## src/rtl/scalar_wb_arbiter.sv

```systemverilog
// Scalar register-file write-port arbiter with x-register scoreboard.
// SCALAR_WB_RR_EN selects round-robin arbitration (default: scalar priority).
module scalar_wb_arbiter #(
    parameter int XLEN = 32,
    parameter int NREG = 32
) (
    input  logic            clk,
    input  logic            rst,
    input  logic            s_valid,
    output logic            s_ready,
    input  logic [4:0]      s_rd,
    input  logic [XLEN-1:0] s_data,
    input  logic            v_valid,
    output logic            v_ready,
    input  logic [4:0]      v_rd,
    input  logic [XLEN-1:0] v_data,
    input  logic            claim_valid,
    input  logic [4:0]      claim_rd,
    input  logic [4:0]      rs1_addr,
    input  logic [4:0]      rs2_addr,
    output logic            rs1_busy,
    output logic            rs2_busy,
    output logic [NREG-1:0] busy_vec,
    output logic            write,
    output logic            is_s,
    output logic [4:0]      rd_addr,
    output logic [XLEN-1:0] data
);

    logic            s_acc;
    logic            v_acc;
    logic [NREG-1:0] busy;
    logic [NREG-1:0] set_mask;
    logic [NREG-1:0] clr_mask;

`ifdef SCALAR_WB_RR_EN
    logic prefer_v;

    always_comb begin
        s_ready = rst && s_valid && (!v_valid || !prefer_v);
        v_ready = rst && v_valid && (!s_valid || prefer_v);
    end

    // Only contended accepts move the pointer; rst high guarantees an accept.
    always_ff @(posedge clk) begin
        if (!rst) begin
            prefer_v <= 1'b0;
        end else if (s_valid && v_valid) begin
            prefer_v <= !prefer_v;
        end
    end
`else
    always_comb begin
        s_ready = rst && s_valid;
        v_ready = rst && v_valid && !s_valid;
    end
`endif

    assign s_acc = s_valid && s_ready;
    assign v_acc = v_valid && v_ready;

    always_comb begin
        set_mask = '0;
        clr_mask = '0;
        if (claim_valid && claim_rd != 5'd0) begin
            set_mask[claim_rd] = 1'b1;
        end
        if (v_acc && v_rd != 5'd0) begin
            clr_mask[v_rd] = 1'b1;
        end
    end

    always_ff @(posedge clk) begin
        if (!rst) begin
            busy    <= '0;
            write   <= 1'b0;
            rd_addr <= 5'd0;
            data    <= '0;
        end else begin
            // Set after clear so a same-cycle reclaim stays reserved.
            busy <= (busy & ~clr_mask) | set_mask;
            if (s_acc) begin
                write   <= s_rd != 5'd0;
                rd_addr <= s_rd;
                data    <= s_data;
            end else if (v_acc) begin
                write   <= v_rd != 5'd0;
                rd_addr <= v_rd;
                data    <= v_data;
            end else begin
                write <= 1'b0;
            end
        end
    end

    assign is_s     = write;
    assign busy_vec = busy;

    assign rs1_busy = (busy[rs1_addr] || (write && rd_addr == rs1_addr))
                      && rs1_addr != 5'd0;
    assign rs2_busy = (busy[rs2_addr] || (write && rd_addr == rs2_addr))
                      && rs2_addr != 5'd0;

endmodule
```

## config.mk

```make
export PLATFORM = sky130hd
export DESIGN_NAME = scalar_wb_arbiter
export DESIGN_NICKNAME = d
export VERILOG_FILES = /design/src/rtl/scalar_wb_arbiter.sv
export SDC_FILE = /design/constraint.sdc
export NUM_CORES = 1
export LEC_CHECK = 0
export CORE_MARGIN = 5
export CORE_UTILIZATION = 27
export DETAILED_ROUTE_END_ITERATION = 10
export SETUP_SLACK_MARGIN = 0.1
export SLEW_MARGIN = 20
export SYNTH_ARGS = -nofsm -noshare
export SYNTH_HDL_FRONTEND = slang
export SYNTH_SLANG_ARGS = --single-unit
```

## constraint.sdc

```tcl
create_clock -name clk -period 5.1 [get_ports clk]
set_input_delay 0.765 -clock clk [delete_from_list [all_inputs] [get_ports clk]]
set_output_delay 0.765 -clock clk [all_outputs]
set_load 0.02 [all_outputs]
```

==> Word-level counts from Yosys, hierarchy flattened <==
Cells that the tools add are included.
{ "word_totals": {"regBits": 70, "latchBits": 0, "ram_bits": 0, "rom_bits": 0, "input_bits": 94, "out_inout_bits": 75, "word_cells": 53, "n_memories": 0} }
{ "classes": {"n_addsub": 0, "mul": 0, "div": 0, "n_lt_le_gt_ge": 6, "eq_ne": 2, "shifts": 0, "muxes": 16, "bitwise_logic": 3, "reduce_logical": 22} }
{ "ops": {"columns": ["cell", "n"], "rows": [
  ["$mux 32", 4],
  ["$and 32x32->32", 1],
  ["$not 32->32", 1],
  ["$or 32x32->32", 1],
  ["$reduce_bool 5->1", 5],
  ["$lt 5x6->1 const B", 4],
  ["$logic_and 1x1->1", 13],
  ["$bmux 1 s5", 2],
  ["$demux 1 s5", 2],
  ["$eq 5x5->1", 2],
  ["$ge 5x1->1 const B", 2],
  ["$mux 5", 2],
  ["$mux 1", 6],
  ["$logic_or 1x1->1", 2],
  ["$reduce_bool 2->1", 1],
  ["$logic_not 1->1", 1]
]} }

==> Longest topological paths before layout <==
Gate-level depths: netlist of the first run.
{ "depth": {"word_depth": 8, "depth_mapped": 5, "ltp_nobuf": 4} }

==> Worst setup path before layout of the first run <==
No wires, ideal clock.
{ "synth_path": {"path_kind": "input-to-output", "start": "input port rs2_addr[2]", "end": "output port rs2_busy", "arrival_time_ns": 2.093, "required_ns": 4.335, "path_slack_ns": 2.242, "path_stages": 5, "n_path_buf": 1, "path_cell_list": "clkbuf_1 > mux4_2 > mux2_2 > a221oi_1 > a32oi_1"} }
{ "synth_via": {"elab_chain_len": 4, "word_cells_on_any_way": 7, "cone_classes": "eq/ne (1); mux (2); reduce/logical (4)"} }
{ "synth_rtl": {"columns": ["item", "line_no", "source"], "rows": [
  ["start, declared", "20", "input logic [4:0] rs2_addr,"],
  ["$bmux 1 s5 / $eq 5x5->1 (equally long branches)", "101", "assign rs2_busy = (busy[rs2_addr] || (write && rd_addr == rs2_addr))"],
  ["$mux 1 (implied by the code) / $logic_and 1x1->1 (equally long branches)", "101", null],
  ["$logic_or 1x1->1", "101", null],
  ["$logic_and 1x1->1 *", "102", "&& rs2_addr != 5'd0;"],
  ["end, declared", "22", "output logic rs2_busy,"]
]} }
Every way passes the cells marked *; elsewhere a longest branch is shown, timed or not. The select of a mux whose other input is x is not followed.

==> Worst setup path in the final report of the first run <==
{ "layout_path": {"start": "input port rs1_addr[1]", "end": "output port rs1_busy"} }
{ "layout_via": {"elab_chain_len": 4, "word_cells_on_any_way": 7, "cone_classes": "eq/ne (1); mux (2); reduce/logical (4)"} }
{ "layout_rtl": {"columns": ["item", "line_no", "source"], "rows": [
  ["start, declared", "19", "input logic [4:0] rs1_addr,"],
  ["$bmux 1 s5 / $eq 5x5->1 (equally long branches)", "99", "assign rs1_busy = (busy[rs1_addr] || (write && rd_addr == rs1_addr))"],
  ["$mux 1 (implied by the code) / $logic_and 1x1->1 (equally long branches)", "99", null],
  ["$logic_or 1x1->1", "99", null],
  ["$logic_and 1x1->1 *", "100", "&& rs1_addr != 5'd0;"],
  ["end, declared", "21", "output logic rs1_busy,"]
]} }
Marks and branches as above.

==> results by group, run 1 <==
Placement
  – Placed Area: 0.005685 sq mm
  – Port bufs: 168
  – Hpwl dp: 11140 um
  – Gp weighted congestion: 0.8796

Critical path
  – CP max-delay cell: clkdlybuf4s50_1
  – R2r setup slk: 4170 ps
  – Crit path max fanout: 11
  – Critical path capture point: rs1_busy
  – CP Cell Sequence: clkdlybuf4s50_1, mux4_1, mux2_4, a221oi_2, a32oi_1, clkdlybuf4s50_1
  – CP dominant cell by count: clkdlybuf4s50_1
  – Arr. time, crit path: 3540 ps
  – Largest stage delay on the critical path: 890 ps
  – R2R Path End: rd_addr[2]$_SDFFE_PN0P_
  – Critical Path Source: rs1_addr[1]
  – Reg2reg path depth: 3
  – Critical Path RT: 4340 ps
  – Critical Path End Type: primary output
  – Setup crit start kind: input port
  – Setup Crit Path Kind: input port to primary output
  – Reg2reg start: rd_addr[2]$_SDFFE_PN0P_

CTS
  – H-Tree Level Count: 3
  – Root buffer cell: clkbuf_16
  – Post-CTS sizing: 0
  – Clk pin slew, worst setup/hold paths: 60 ps
  – Max clock buf depth: 2
  – Hold buffer count at CTS: 0
  – Clk_lat worst skew: 340 ps
  – TritonCTS Buffers: 9
  – Clock sinks: 70
  – CTS tree: built
  – Post-CTS setup buffers: 0

Cells and area
  – Combined area of the multi-input logic cells: 0.002354 sq mm
  – N_diodes: 0
  – Share of layout cells above drive strength 1: 5.601%
  – Filler cells: 1406
  – FF/Latch Area: 0.001401 sq mm
  – Fin nets: 696
  – Area delta synth->final: 52.30%
  – Final instance area: 0.005961 sq mm

Yosys
  – Yosys top cell by area: dfxtp_1
  – Post-synth EDFFs: 0
  – Synthesized area: 0.003914 sq mm
  – Synth top area cells: dfxtp_1 36%, mux2i_1 12%, o21ai_0 8.6%
  – FF+latch count, synth: 70
  – Fraction of registers with async set/reset: 0%
  – Top-area cell type share of the netlist area: 35.81%
  – Register area share after synthesis: 35.81%
  – Distinct cell type count after synthesis: 36
  – Commonest cells in the netlist: 72 x nand2_1, 70 x dfxtp_1, 67 x o21ai_0
  – Primary FF master, synth: dfxtp_1
  – Post-Syn Nets: 548
  – Syn_area_per_cell: 8.621 sq um
  – Dominant cell by count in the synthesized netlist: nand2_1
  – Cell count after synthesis: 454
  – Synth Warn #: 0

Pwr
  – Gate power share: 20.2%
  – Internal: 1.060 mW
  – VDD IR max: 0.0001917 V
  – Sw Ratio: 28.55%
  – P_leak: 2.236 nW
  – P_sw: 0.4235 mW
  – Flop pwr share: 39.7%
  – P per Cell Area: 248.8 mW/mm^2
  – Clock share of power: 40.1%

Timing
  – Post-Route Skew: 0 ps
  – Fmax: 232.1 MHz
  – Worst Tran Pin Value: 805.9 ps
  – Unrepaired setup endpoints after global routing: no
  – Final number of setup-violating endpoints: 0
  – Part of the cycle the worst path needs: 84.47%
  – Post-route minimum period: 4308 ps
  – Setup TNS: 0 ps
  – Final hold violations: 0
  – Relative slew margins: 46.16%
  – Slew Viols, Final: 0

Floorplan
  – Top-Level Pins: 169
  – Die height: 130.4 um
  – Die X: 130.4 um
  – Core Rows: 44
  – Core Region: 0.01437 sq mm
  – Die ar.: 0.01700 sq mm
  – Initial Util: 27.24%

Outcome
  – Status: completed

Global routing
  – First-pass GRT wire length: 22200 um
  – GRT Total Usage: 17.13%
  – Vias in the first global route: 3836
  – GRT overflow: 0
  – Initial antenna violation count: 0
  – Pin count of the biggest net entering global routing: 77

Detailed routing
  – Initial DRC count: 313
  – Routed vias: 3895
  – WL/cell: 19.04 um
  – Routed WL: 15060 um
  – Via-per-instance ratio: 4.924
  – DRC Markers: 0
  – Post-DRT Antenna Nets: 0
  – Pre-antenna DRT Iters: 5

Worst hold path
  – Path category of the worst min-delay check: register to register

Run
  – Max-cap violation count: 0
[per-stage QoR]
step                hold slack (ps)  cells  setup WS, ps  utilization (%)  total power, mW
floorplan                     570.3    454          2242                -           0.7410
global placement              522.1    775         844.6            39.57           0.8955
detailed placement            520.6    775         799.9            39.57           0.9004
CTS                           530.7    791         793.6            41.48            1.500
global route                  547.9    791         673.4            41.48            1.547
finish                        541.2    791         792.0            41.48            1.483
[worst max-delay path, delay by kind of cell]
kind / cells / cell delay [ps]
mux: 2 / 930
compound gates: 2 / 390
buf+inv: 2 / 1450
[cells in the final DEF, fill, tap and decap left out, types with 7 or more instances in the layout]
cell type / count
nand2_1: 72
clkbuf_16: 9
dfxtp_1: 70
nand3b_1: 7
mux2i_1: 47
and2_1: 40
o21ai_0: 67
xor2_1: 8
nor2_1: 13
a21boi_0: 30
nand3_1: 10
clkdlybuf4s50_1: 165
[routing by layer]
| metal | global-route usage (%) | wire length (um) | vias up |
|---|---|---|---|
| met5 | 0 | 0 | - |
| met4 | 5.929 | 282 | 0 |
| met1 | 23.41 | 6609 | 1829 |
| met2 | 26.92 | 7149 | 153 |
| met3 | 3.659 | 1017 | 18 |
| li1 | - | - | 1895 |
[how the worst min path moves through the flow]
stage                                       start                 endpoint  cells past startpoint
final                      busy_vec[0]$_SDFF_PN0_   busy_vec[0]$_SDFF_PN0_                      1
after global routing       busy_vec[0]$_SDFF_PN0_   busy_vec[0]$_SDFF_PN0_                      1
after CTS                 busy_vec[11]$_SDFF_PN0_  busy_vec[11]$_SDFF_PN0_                      2
after detailed placement  busy_vec[11]$_SDFF_PN0_  busy_vec[11]$_SDFF_PN0_                      2
after global placement     busy_vec[8]$_SDFF_PN0_   busy_vec[8]$_SDFF_PN0_                      2
after floorplan            busy_vec[2]$_SDFF_PN0_   busy_vec[2]$_SDFF_PN0_                      2
[power groups by stage]
| stage | Clock (mW) | Sequential [mW] | Combinational, mW |
|---|---|---|---|
| finish | 0.596 | 0.588 | 0.299 |
| global route | 0.632 | 0.591 | 0.324 |
| CTS | 0.611 | 0.588 | 0.301 |
| detailed placement | 0 | 0.600 | 0.300 |
| global placement | 0 | 0.599 | 0.296 |
| floorplan | 0 | 0.623 | 0.118 |
[flip-flops by register name, summed over array words and instances (netlist names)]
name      flops
data         32
is_s          1
rd_addr       5
busy_vec     32
[cells by family after synthesis]
group	Yosys count	synth area share, %
xor+xnor	8	1.790
mux	62	20.08
simple gates	163	20.46
buf+inv	37	4.060
flops	70	35.81
compound gates	114	17.81
[layout make-up]
type,count,share of cell area [%]
Multi-Input combinational cell,347,39.48
Timing Repair Buffer,171,28.34
Sequential cell,70,23.51
Tap cell,184,3.862
Clock buffer,9,3.778
Clock inverter,7,0.8396
Inverter,3,0.1889
(Power assumes the default switching activity.)
==> run 2, diff against run 1 <==
==> constraint.sdc (replaced) <==
create_clock -name clk -period 4.16 [get_ports clk]
set_input_delay 0.624 -clock clk [delete_from_list [all_inputs] [get_ports clk]]
set_output_delay 0.624 -clock clk [all_outputs]
set_load 0.02 [all_outputs]
==> run 2 against run 1 <==
Net effect: critical path depth unchanged; sequential power up 23%; wire length down 0.27%; non-clock buffer count up 2; worst hold slack worse by 20 ps; core utilization up 0.18 points; combinational power up 23%; register-to-register slack worse by 890 ps.
==> results by group, run 2 (same netlist as run 1, synthesis figures left out) <==
Outcome
  – Status: completed

Global routing
  – GRT overflow: 0
  – First-pass GRT wire length: 22070 um
  – Initial antenna violation count: 0
  – Vias in the first global route: 3794
  – GRT Total Usage: 16.95%
  – Pin count of the biggest net entering global routing: 76

Critical path
  – Critical Path RT: 3540 ps
  – Setup crit start kind: input port
  – Setup Crit Path Kind: input port to primary output
  – Critical Path End Type: primary output
  – R2R Path End: rd_addr[0]$_SDFFE_PN0P_
  – Crit path max fanout: 11
  – Reg2reg path depth: 3
  – R2r setup slk: 3280 ps
  – Reg2reg start: rd_addr[0]$_SDFFE_PN0P_
  – Arr. time, crit path: 3050 ps

Floorplan
  – Core Region: 0.01437 sq mm
  – Die ar.: 0.01700 sq mm
  – Core Rows: 44
  – Top-Level Pins: 169
  – Initial Util: 27.24%
  – Die X: 130.4 um
  – Die height: 130.4 um

Detailed routing
  – WL/cell: 18.94 um
  – Post-DRT Antenna Nets: 0
  – Routed WL: 15020 um
  – Pre-antenna DRT Iters: 5
  – Via-per-instance ratio: 5.038
  – Routed vias: 3995
  – DRC Markers: 0
  – Initial DRC count: 258

Timing
  – Post-Route Skew: 0 ps
  – Setup TNS: 0 ps
  – Worst Tran Pin Value: 734.4 ps
  – Slew Viols, Final: 0
  – Part of the cycle the worst path needs: 88.40%
  – Relative slew margins: 50.94%
  – Final hold violations: 0
  – Final number of setup-violating endpoints: 0
  – Fmax: 271.9 MHz
  – Unrepaired setup endpoints after global routing: no
  – Post-route minimum period: 3677 ps
  – Final Hold Slack: 521.7 ps

Run
  – Max-cap violation count: 0

CTS
  – Max clock buf depth: 2
  – CTS tree: built
  – Clock sinks: 70
  – Clk pin slew, worst setup/hold paths: 50 ps
  – Post-CTS sizing: 0
  – TritonCTS Buffers: 9
  – H-Tree Level Count: 3
  – Hold buffer count at CTS: 0
  – Clk_lat worst skew: 330 ps
  – Post-CTS setup buffers: 0
  – Root buffer cell: clkbuf_16

Pwr
  – P per Cell Area: 306.1 mW/mm^2
  – P_leak: 2.255 nW
  – VDD IR max: 0.0001889 V

Worst hold path
  – HP Start: busy_vec[9]$_SDFF_PN0_
  – End of the worst hold path: busy_vec[9]$_SDFF_PN0_
  – Hold Path Depth: 2
  – Path category of the worst min-delay check: register to register

Cells and area
  – Fin nets: 698
  – Most frequent cells in the layout: 165 x clkdlybuf4s50_1, 72 x nand2_1, 70 x dfxtp_1, 67 x o21ai_0, 47 x mux2i_1
  – N_diodes: 0
  – Non-Filler Instances: 793
  – Combined area of the multi-input logic cells: 0.002354 sq mm
  – Most common cell after layout, fill and taps aside: clkdlybuf4s50_1
  – Final core utilization: 41.67%
  – Filler cells: 1431
  – Area delta synth->final: 52.97%
  – FF/Latch Area: 0.001401 sq mm
  – Share of layout cells above drive strength 1: 5.911%
  – Final instance area: 0.005987 sq mm

Placement
  – Gp weighted congestion: 0.8622
  – Hpwl dp: 11130 um
  – Placed cell count: 777
  – Port bufs: 168
  – Placed Area: 0.005700 sq mm
run 2: changes by cell type in the layout (fill, tap and decap cells not counted):
cell        delta
buf_4          +2
clkbuf_8       +2
clkinvlp_4     -1
inv_6          -1
run 2: area by class of cell:
cell class	instances	share of cell area, %
well taps	184	3.845
multi-input cells	347	39.31
clock inverters	5	0.5643
repair buffers	173	28.46
inverters	3	0.1881
clock buffers	11	4.222
flip-flops and latches	70	23.41
run 2: how the worst max path moves through the flow:
| stage | from | end | cells after the start | slack (ps) |
|---|---|---|---|---|
| after floorplan | rs2_addr[2] | rs2_busy | 5 | 1580 |
| after global placement | rs1_addr[0] | rs1_busy | 6 | 500 |
| after detailed placement | rs1_addr[0] | rs1_busy | 6 | 460 |
| after CTS | rs1_addr[0] | rs1_busy | 6 | 460 |
| after global routing | rs2_addr[0] | rs2_busy | 6 | 360 |
| final | rs1_addr[0] | rs1_busy | 6 | 480 |
run 2: worst max-delay path: stages:
cell and delay [ps]:
clkdlybuf4s50_1 800, mux4_1 630, mux2_2 270, nand2_1 60, a32oi_1 110, clkdlybuf4s50_1 550
run 2: routing by layer:
layer	share of wire, %	wire length [um]	vias up	track usage (%)
met5	0	0	-	0
met4	3.3	489	0	7.441
met3	7.3	1098	32	3.130
met2	47	7013	176	26.22
met1	43	6416	1881	23.15
li1	-	-	1906	-
run 2: through the flow:
step | total power, mW | setup slack, ps
2_1_floorplan | 0.9085 | 1584
3_3_place_gp | 1.098 | 496.1
3_5_place_dp | 1.104 | 461.8
4_1_cts | 1.854 | 456.0
5_1_grt | 1.916 | 364.1
6_report | 1.833 | 482.7
run 2: power by group:
part           switching, mW  total (mW)  internal (mW)  leakage, nW
registers             0.0218       0.721          0.699        0.573
clock network          0.308       0.743          0.435        0.138
logic                  0.172       0.369          0.197         1.54
total                  0.502        1.83           1.33         2.25
